`config.mk`:
```
export PLATFORM = sky130hd
export DESIGN_NAME = alarm_sequencer
export DESIGN_NICKNAME = d
export VERILOG_FILES = /design/src/rtl/alarm_sequencer.sv
export SDC_FILE = /design/constraint.sdc
export NUM_CORES = 1
export LEC_CHECK = 0
export CORE_MARGIN = 3
export CORE_UTILIZATION = 45
export DETAILED_ROUTE_END_ITERATION = 10
export GPL_TIMING_DRIVEN = 0
export PLACE_DENSITY_LB_ADDON = 0.3
export SLEW_MARGIN = 20
export SYNTH_ARGS = -nofsm -noshare
export SYNTH_HDL_FRONTEND = slang
export SYNTH_SLANG_ARGS = --single-unit
```
`constraint.sdc`:
```
create_clock -name clk -period 4.75 [get_ports clk]
set_clock_uncertainty 0.05 [all_clocks]
set_input_delay 0.95 -clock clk [delete_from_list [all_inputs] [get_ports clk]]
set_output_delay 0.95 -clock clk [all_outputs]
set_load 0.05 [all_outputs]
```
`src/rtl/alarm_sequencer.sv`:
```
// ============================================================================
// Module   : alarm_sequencer
// Purpose  : Matches watch time against the alarm setting and sequences the
//            buzzer (beep cadence, snooze, stop, ring timeout). Optional
//            feature macro: ALARM_SEQ_AUTO_SNOOZE_EN.
// Revision : 1.0  initial release
// ============================================================================
`default_nettype none

module alarm_sequencer #(
  parameter int RING_TIMEOUT_S = 60,
  parameter int SNOOZE_S       = 300,
  parameter int MAX_SNOOZE     = 3,
  parameter int BEEP_ON_S      = 1,
  parameter int BEEP_OFF_S     = 1
) (
  input  logic       clk,
  input  logic       rstn,
  input  logic       tick_sec,
  input  logic       bud_en,
  input  logic       snooze_i,
  input  logic       stop_i,
  input  logic [3:0] hourdec_now,
  input  logic [3:0] hourone_now,
  input  logic [3:0] mindec_now,
  input  logic [3:0] minone_now,
  input  logic [3:0] hourdec_bud,
  input  logic [3:0] hourone_bud,
  input  logic [3:0] mindec_bud,
  input  logic [3:0] minone_bud,
  output logic       aud_en,
  output logic       bud_state,
  output logic [3:0] snooze_cnt
);

  localparam int c_SEC_MAX  = (RING_TIMEOUT_S > SNOOZE_S) ? RING_TIMEOUT_S : SNOOZE_S;
  localparam int c_SEC_W    = $clog2(c_SEC_MAX + 1);
  localparam int c_BEEP_MAX = (BEEP_ON_S > BEEP_OFF_S) ? BEEP_ON_S : BEEP_OFF_S;
  localparam int c_PH_W     = $clog2(c_BEEP_MAX + 1);

  // Terminal values are the count reached on the tick before the event fires.
  localparam logic [c_SEC_W-1:0] c_RING_LAST = c_SEC_W'(RING_TIMEOUT_S - 1);
  localparam logic [c_SEC_W-1:0] c_SNZ_LAST  = c_SEC_W'(SNOOZE_S - 1);
  localparam logic [c_PH_W-1:0]  c_ON_LAST   = c_PH_W'(BEEP_ON_S - 1);
  localparam logic [c_PH_W-1:0]  c_OFF_LAST  = c_PH_W'(BEEP_OFF_S - 1);
  localparam logic [3:0]         c_MAX_SNZ   = 4'(MAX_SNOOZE);

  typedef enum logic [2:0] {
    ST_IDLE   = 3'd0,
    ST_ARMED  = 3'd1,
    ST_RING   = 3'd2,
    ST_SNOOZE = 3'd3,
    ST_DONE   = 3'd4
  } state_t;

  state_t             r_state;
  logic               r_match_q;
  logic [c_SEC_W-1:0] r_sec_cnt;
  logic [c_PH_W-1:0]  r_ph_cnt;
  logic               r_phase_on;
  logic               r_aud_en;
  logic               r_bud_state;
  logic [3:0]         r_snooze_cnt;

  logic w_match;
  logic w_hit;
  logic w_snz_left;

  assign w_match    = ({hourdec_now, hourone_now, mindec_now, minone_now} ==
                       {hourdec_bud, hourone_bud, mindec_bud, minone_bud});
  assign w_hit      = w_match & ~r_match_q;
  assign w_snz_left = (r_snooze_cnt < c_MAX_SNZ);

  always_ff @(posedge clk or negedge rstn) begin
    if (!rstn) begin
      r_state      <= ST_IDLE;
      r_match_q    <= 1'b0;
      r_sec_cnt    <= '0;
      r_ph_cnt     <= '0;
      r_phase_on   <= 1'b0;
      r_aud_en     <= 1'b0;
      r_bud_state  <= 1'b0;
      r_snooze_cnt <= '0;
    end else begin
      r_match_q <= w_match;
      if (!bud_en) begin
        r_state      <= ST_IDLE;
        r_sec_cnt    <= '0;
        r_ph_cnt     <= '0;
        r_phase_on   <= 1'b0;
        r_aud_en     <= 1'b0;
        r_bud_state  <= 1'b0;
        r_snooze_cnt <= '0;
      end else begin
        case (r_state)
          ST_IDLE: r_state <= ST_ARMED;

          ST_ARMED: begin
            if (w_hit) begin
              r_state      <= ST_RING;
              r_sec_cnt    <= '0;
              r_ph_cnt     <= '0;
              r_phase_on   <= 1'b1;
              r_aud_en     <= 1'b1;
              r_bud_state  <= 1'b1;
              r_snooze_cnt <= '0;
            end
          end

          ST_RING: begin
            // Buttons take precedence; a coincident tick is dropped.
            if (stop_i || (snooze_i && !w_snz_left)) begin
              r_state     <= ST_DONE;
              r_aud_en    <= 1'b0;
              r_bud_state <= 1'b0;
            end else if (snooze_i) begin
              r_state      <= ST_SNOOZE;
              r_aud_en     <= 1'b0;
              r_sec_cnt    <= '0;
              r_snooze_cnt <= r_snooze_cnt + 4'd1;
            end else if (tick_sec) begin
              if (r_sec_cnt == c_RING_LAST) begin
`ifdef ALARM_SEQ_AUTO_SNOOZE_EN
                r_aud_en <= 1'b0;
                if (w_snz_left) begin
                  r_state      <= ST_SNOOZE;
                  r_sec_cnt    <= '0;
                  r_snooze_cnt <= r_snooze_cnt + 4'd1;
                end else begin
                  r_state     <= ST_DONE;
                  r_bud_state <= 1'b0;
                end
`else
                r_state     <= ST_DONE;
                r_aud_en    <= 1'b0;
                r_bud_state <= 1'b0;
`endif
              end else begin
                r_sec_cnt <= r_sec_cnt + c_SEC_W'(1);
                if (r_phase_on) begin
                  if (r_ph_cnt == c_ON_LAST) begin
                    r_phase_on <= 1'b0;
                    r_ph_cnt   <= '0;
                    r_aud_en   <= 1'b0;
                  end else begin
                    r_ph_cnt <= r_ph_cnt + c_PH_W'(1);
                  end
                end else begin
                  if (r_ph_cnt == c_OFF_LAST) begin
                    r_phase_on <= 1'b1;
                    r_ph_cnt   <= '0;
                    r_aud_en   <= 1'b1;
                  end else begin
                    r_ph_cnt <= r_ph_cnt + c_PH_W'(1);
                  end
                end
              end
            end
          end

          ST_SNOOZE: begin
            if (stop_i) begin
              r_state     <= ST_DONE;
              r_aud_en    <= 1'b0;
              r_bud_state <= 1'b0;
            end else if (tick_sec) begin
              if (r_sec_cnt == c_SNZ_LAST) begin
                r_state    <= ST_RING;
                r_sec_cnt  <= '0;
                r_ph_cnt   <= '0;
                r_phase_on <= 1'b1;
                r_aud_en   <= 1'b1;
              end else begin
                r_sec_cnt <= r_sec_cnt + c_SEC_W'(1);
              end
            end
          end

          // Hold off until the alarm minute has passed to avoid retriggering.
          ST_DONE: begin
            if (!w_match) r_state <= ST_ARMED;
          end

          default: r_state <= ST_IDLE;
        endcase
      end
    end
  end

  assign aud_en     = r_aud_en;
  assign bud_state  = r_bud_state;
  assign snooze_cnt = r_snooze_cnt;

endmodule

`default_nettype wire

```
# Yosys cells after proc, flatten, opt, wreduce, memory -nomap -nowiden
# Index checks and enable logic that the tools add are counted.
[word_totals]
reg_bits = 21
input_bits = 38
word_cells = 121
[classes]
addsub = 3
magnitude_cmp = 1
eq_ne = 30
muxes = 67
n_bitwise = 2
n_reduce_logical = 10
[op_table]
columns = ["cell", "count"]
rows = [
  ["$mux W9", 9],
  ["$mux W1", 37],
  ["$ne A3 B3 Y1 const B", 11],
  ["$mux W3", 10],
  ["$ne A4 B4 Y1 const B", 7],
  ["$pmux W9 S3", 1],
  ["$reduce_and A6 Y1", 3],
  ["$eq A16 B16 Y1", 1],
  ["$mux W4", 4],
  ["$pmux W3 S5", 1],
  ["$pmux W1 S3", 4],
  ["$ne A5 B5 Y1 const B", 2],
  ["$add A9 B1 Y9 const B", 1],
  ["$eq A9 B6 Y1 const B", 1],
  ["$eq A9 B9 Y1 const B", 1],
  ["$reduce_and A9 Y1", 1],
  ["$pmux W4 S2", 1],
  ["$reduce_and A7 Y1", 1],
  ["$eq A3 B2 Y1 const B", 2],
  ["$ne A6 B6 Y1 const B", 1],
  ["$add A4 B1 Y4 const B", 1],
  ["$lt A4 B2 Y1 const B", 1],
  ["$ne A4 B1 Y1 const B", 1],
  ["$reduce_and A4 Y1", 1],
  ["other kinds (10)", 10],
]

# Depth between registers and ports, before layout
[depth]
word_depth = 8
ltp_mapped = 9
depth_no_buf = 7

# Least setup slack after synthesis
# OpenSTA, ideal clock, no wires.
[synth_timing]
kind = "input to register"
start = "in hourdec_bud[2]"
end = "reg r_sec_cnt[6]"
arrival_ns = 2.378
slack_ns = 2.218
cell_stages = 7
path_buffers = 1
path_cell_list = "xnor2_1 -> nand4_1 -> nor4_4 -> o211ai_1 -> or2_1 -> buf_6 -> o41ai_2"
[synth_via]
elab_chain_len = 4
[synth_rtl]
columns = ["item", "line_no", "text"]
rows = [
  ["start, declared", "27", "input logic [3:0] hourdec_bud,"],
  ["$eq A16 B16 Y1", "69", "assign w_match = ({hourdec_now, hourone_now, mindec_now, minone_now} =="],
  ["via w_match", "65", "logic w_match;"],
  ["$and A1 B1 Y1", "71", "assign w_hit = w_match & ~r_match_q;"],
  ["$ne A3 B3 Y1 (no line)", "n/a", ""],
  ["$reduce_and A7 Y1 (no line)", "n/a", ""],
  ["end signal, assigned", "139", "r_sec_cnt <= r_sec_cnt + c_SEC_W'(1);"],
  ["end signal, assigned", "174", "r_sec_cnt <= r_sec_cnt + c_SEC_W'(1);"],
  ["end, declared", "58", "logic [c_SEC_W-1:0] r_sec_cnt;"],
]
# The timed path passes the listed nets, and every way through them passes these cells.
# A chain may end at the register's enable or synchronous reset.

# Worst setup path in the final report
[layout_timing]
start = "in bud_en"
end = "reg r_sec_cnt[6]"
[layout_via]
elab_chain_len = 2
word_cells_on_any_way = 9
cone_classes = "7 x eq/ne; 1 x mux; 1 x reduce/logical"
[layout_rtl]
columns = ["item", "line_no", "text"]
rows = [
  ["start, declared", "20", "input logic bud_en,"],
  ["$ne A4 B1 Y1 (no line), or another cell as far along", "n/a", ""],
  ["$reduce_and A7 Y1 (no line)", "n/a", ""],
]
# Parallel ways exist; a longest one is shown, timed or not.

==> impl_metrics.yaml <==
synth:
  ys_seq_area_share_pct: 34.8
  synthCells: 166
  synth_xor_area_share_pct: 9.76
  synth_edf_count: 0
  synth_compound_area_share_pct: 23.3
  synth-simple-area-share_pct: 26.0
  ys.flop_type: "dfrtp_1"
  synth_top_family_by_area: "simple AND/OR/NAND/NOR gates"
  synth_cell_types: 47
  synthMuxAreaShare_pct: 0
  ys_seq_elements: 20
  avgSynthCellArea_um2: 8.65
  synth_fa_ha_area_share_pct: 1.74
  async_flop_share_pct: 100
  syn-cell-area_mm2: 0.00144
  yosys_warnings: 0
  synth_nets: 206
final_layout:
  drive_above_1_share_pct: 6.16
  n_antenna_cell: 0
  final_cells: 253
  multi_input_area_um2: 872
  regArea_um2: 500
  area.growth.synth_to_final_pct: 34.5
  fillers: 249
  fin_nets: 253
placed_design:
  gp_congestion: 0.959
  dpl.hpwl_um: 2730
  place_inst: 250
  io_buffers: 42
clock_tree:
  clk_pin_slew_worst_paths_ns: 0.11
  cts_sinks: 20
  cts_buffer_depth: 2
  cts_hold_buf: 0
  clockRootBuffer: "clkbuf_4"
  cts-resized-gates: 0
  postCtsSetupBuffers: 0
  htree_levels: 1
  clock_latency_ns: 0.30
  cts_buffers: 3
  cts_tree: "built"
worst_setup_path:
  critical_path_buf_inv_count: 3
  worst_path_largest_cell_delay_ns: 0.57
  cp_cell_sequence: "clkdlybuf4s50_1 -> nand4bb_1 -> buf_1 -> nor2_1 -> a2bb2oi_1 -> o211ai_1 -> or2_1 -> buf_6 -> o41ai_2"
  cp.required_ns: 4.90
  crit_path_end: "r_sec_cnt[6]"
  r2r-end: "r_state[2]"
  critPathLaunchType: "input port"
  worstSetupPathType: "input port to flop"
  ff2ff_path_depth: 6
  cp-end-kind: "flop"
  cp.arrival_ns: 3.10
  timing.critical_path.from: "bud_en"
  path_depth: 9
  critPathMaxFanout: 9
  worst_path_max_delay_cell: "clkdlybuf4s50_1"
  cpLargestDelayFamily: "buffers and inverters"
  r2r_setup_slack_ns: 2.36
  reg2reg_from: "r_sec_cnt[0]"
detailed_routing:
  ant_nets: 0
  drtPass1Iterations: 4
  wl_per_cell_um: 13.6
  vias: 1481
  drt-vias-per-instance: 5.85
  wl_met1_um: 1430
  drc: 0
  wl_um: 3450
  wl_met3_um: 332
  dr_wl_met2_um: 1640
  highest_layer: "met4"
  drt_iter0_markers: 108
global_routing:
  grt_pass1_vias: 1427
  grtUsageTotal_pct: 18.4
  grt_overflow_total: 0
  grt_max_degree: 21
  grt_pass1_wl_um: 6020
  antenna_found_initial: 0
sta:
  tightest_slew_ns: 0.855
  finalSetupTns_ns: 0
  rsz0062_at_grt: "no"
  hold_violations: 0
  finalSetupViolations: 0
  drv_slew: 0
  fin_crit_ns: 2.95
  max_freq_mhz: 339
  fin_crit_sh_pct: 62.2
  maxSlewHeadroom_pct: 41.5
die:
  num_rows: 19
  io_pins: 44
  die_y_um: 62.5
  core_area_mm2: 0.00290
  die_area_mm2: 0.00391
  die_w_um: 62.5
  initial_utilization_pct: 49.5
outcome:
  outcome: "complete, no violations"
power:
  ir_worst_vdd_mv: 0.132
  power_leakage_nw: 0.754
  p_per_area_mw_per_mm2: 294
job:
  cap_violations: 0
worst_hold_path:
  hp-class: "flop to flop"
-- sequential cells by signal, indices dropped and copies added (netlist names) --
| name | cells |
|---|---|
| aud_en | 1 |
| bud_state | 1 |
| r_match_q | 1 |
| r_phase_on | 1 |
| r_sec_cnt | 9 |
| r_state | 3 |
| snooze_cnt | 4 |
-- worst min path at each step --
stage | from | end | slack, ns | cells after the start
6_report | r_sec_cnt[0] | r_sec_cnt[0] | 0.46 | 1
5_1_grt | r_sec_cnt[0] | r_sec_cnt[0] | 0.49 | 1
4_1_cts | r_sec_cnt[0] | r_sec_cnt[0] | 0.47 | 1
3_5_place_dp | r_phase_on | r_phase_on | 0.44 | 2
3_3_place_gp | r_sec_cnt[1] | r_sec_cnt[1] | 0.43 | 2
2_1_floorplan | r_sec_cnt[0] | r_sec_cnt[0] | 0.41 | 1
-- cell type report --
class	instances	area share (%)
timing repair buffer	42	21.8
inverter	7	1.36
sequential	20	25.9
clock buffer	3	1.17
multi-input combinational	132	45.1
tap	42	2.72
buffer	7	1.94
-- placed cells by master, fill, tap and decap left out, drive strengths merged, types with 2 or more instances in the layout --
cell type | netlist | layout
a211oi | 2 | 2
inv | 7 | 7
nand2b | 5 | 5
or3 | 2 | 2
o31ai | 9 | 9
nor3 | 9 | 9
nand4 | 4 | 4
dfrtp | 20 | 20
nand3 | 6 | 6
a2bb2oi | 3 | 3
xnor2 | 16 | 16
o21ai | 17 | 17
nand2 | 12 | 12
nor2 | 9 | 9
and3 | 2 | 2
clkdlybuf4s50 | 0 | 42
ha | 2 | 2
nor2b | 4 | 4
a21oi | 6 | 6
o22ai | 2 | 2
clkbuf | 2 | 5
a31oi | 2 | 2
nor4 | 2 | 2
buf | 5 | 5
-- metal layers --
layer	global-route usage, %	vias up
met5	0	-
met4	7.99	0
met3	3.24	7
met2	32.5	81
met1	21.7	689
li1	-	704
-- synthesized netlist by cell type (2+ instances only) --
master / number / share of area (%)
a21oi_1: 5 / 1.7
a31oi_1: 2 / 0.87
nor2b_1: 4 / 1.7
nand3_1: 6 / 2.1
ha_1: 2 / 1.7
buf_2: 3 / 1.0
o21ai_1: 9 / 3.1
dfrtp_1: 20 / 35
inv_1: 7 / 1.8
or3_1: 2 / 0.87
nand4_1: 4 / 1.7
nor2_1: 9 / 2.4
nor3_1: 8 / 2.8
a2bb2oi_1: 3 / 1.8
a211oi_1: 2 / 1.0
nand2b_1: 5 / 2.2
o22ai_1: 2 / 0.87
clkbuf_1: 2 / 0.52
nand2_1: 12 / 3.1
and3_1: 2 / 0.87
o31ai_1: 9 / 4.7
xnor2_1: 16 / 9.8
o21ai_0: 8 / 2.8
-- power by group --
part / switching [mW] / internal [mW]
clock: 0.0522 / 0.0296
sequential: 0.0169 / 0.193
combinational: 0.164 / 0.113
-- logic make-up (layout without fill, tap and decap cells) --
group | count (synthesis) | after routing
AO/OA/AOI/OAI | 50 | 50
adder cells (fa/ha/maj) | 2 | 2
AND/OR/NAND/NOR | 64 | 64
buffers and inverters | 14 | 59
flip-flops | 20 | 20
XOR/XNOR | 16 | 16
-- through the flow --
stage                     worst slack (ns)  hold WS, ns  cell area, um2  utilization (%)  total power [mW]
after floorplan                       2.22        0.415            1440                -             0.394
after global placement                1.60        0.430            1910             65.8             0.476
final                                 1.80        0.460            1930             66.6             0.568
after detailed placement              1.51        0.441            1910             65.8             0.488
after CTS                             1.81        0.465            1930             66.6             0.569
after global routing                  1.65        0.492            1930             66.6             0.606
Note: power is estimated with default switching activity, not from simulation.
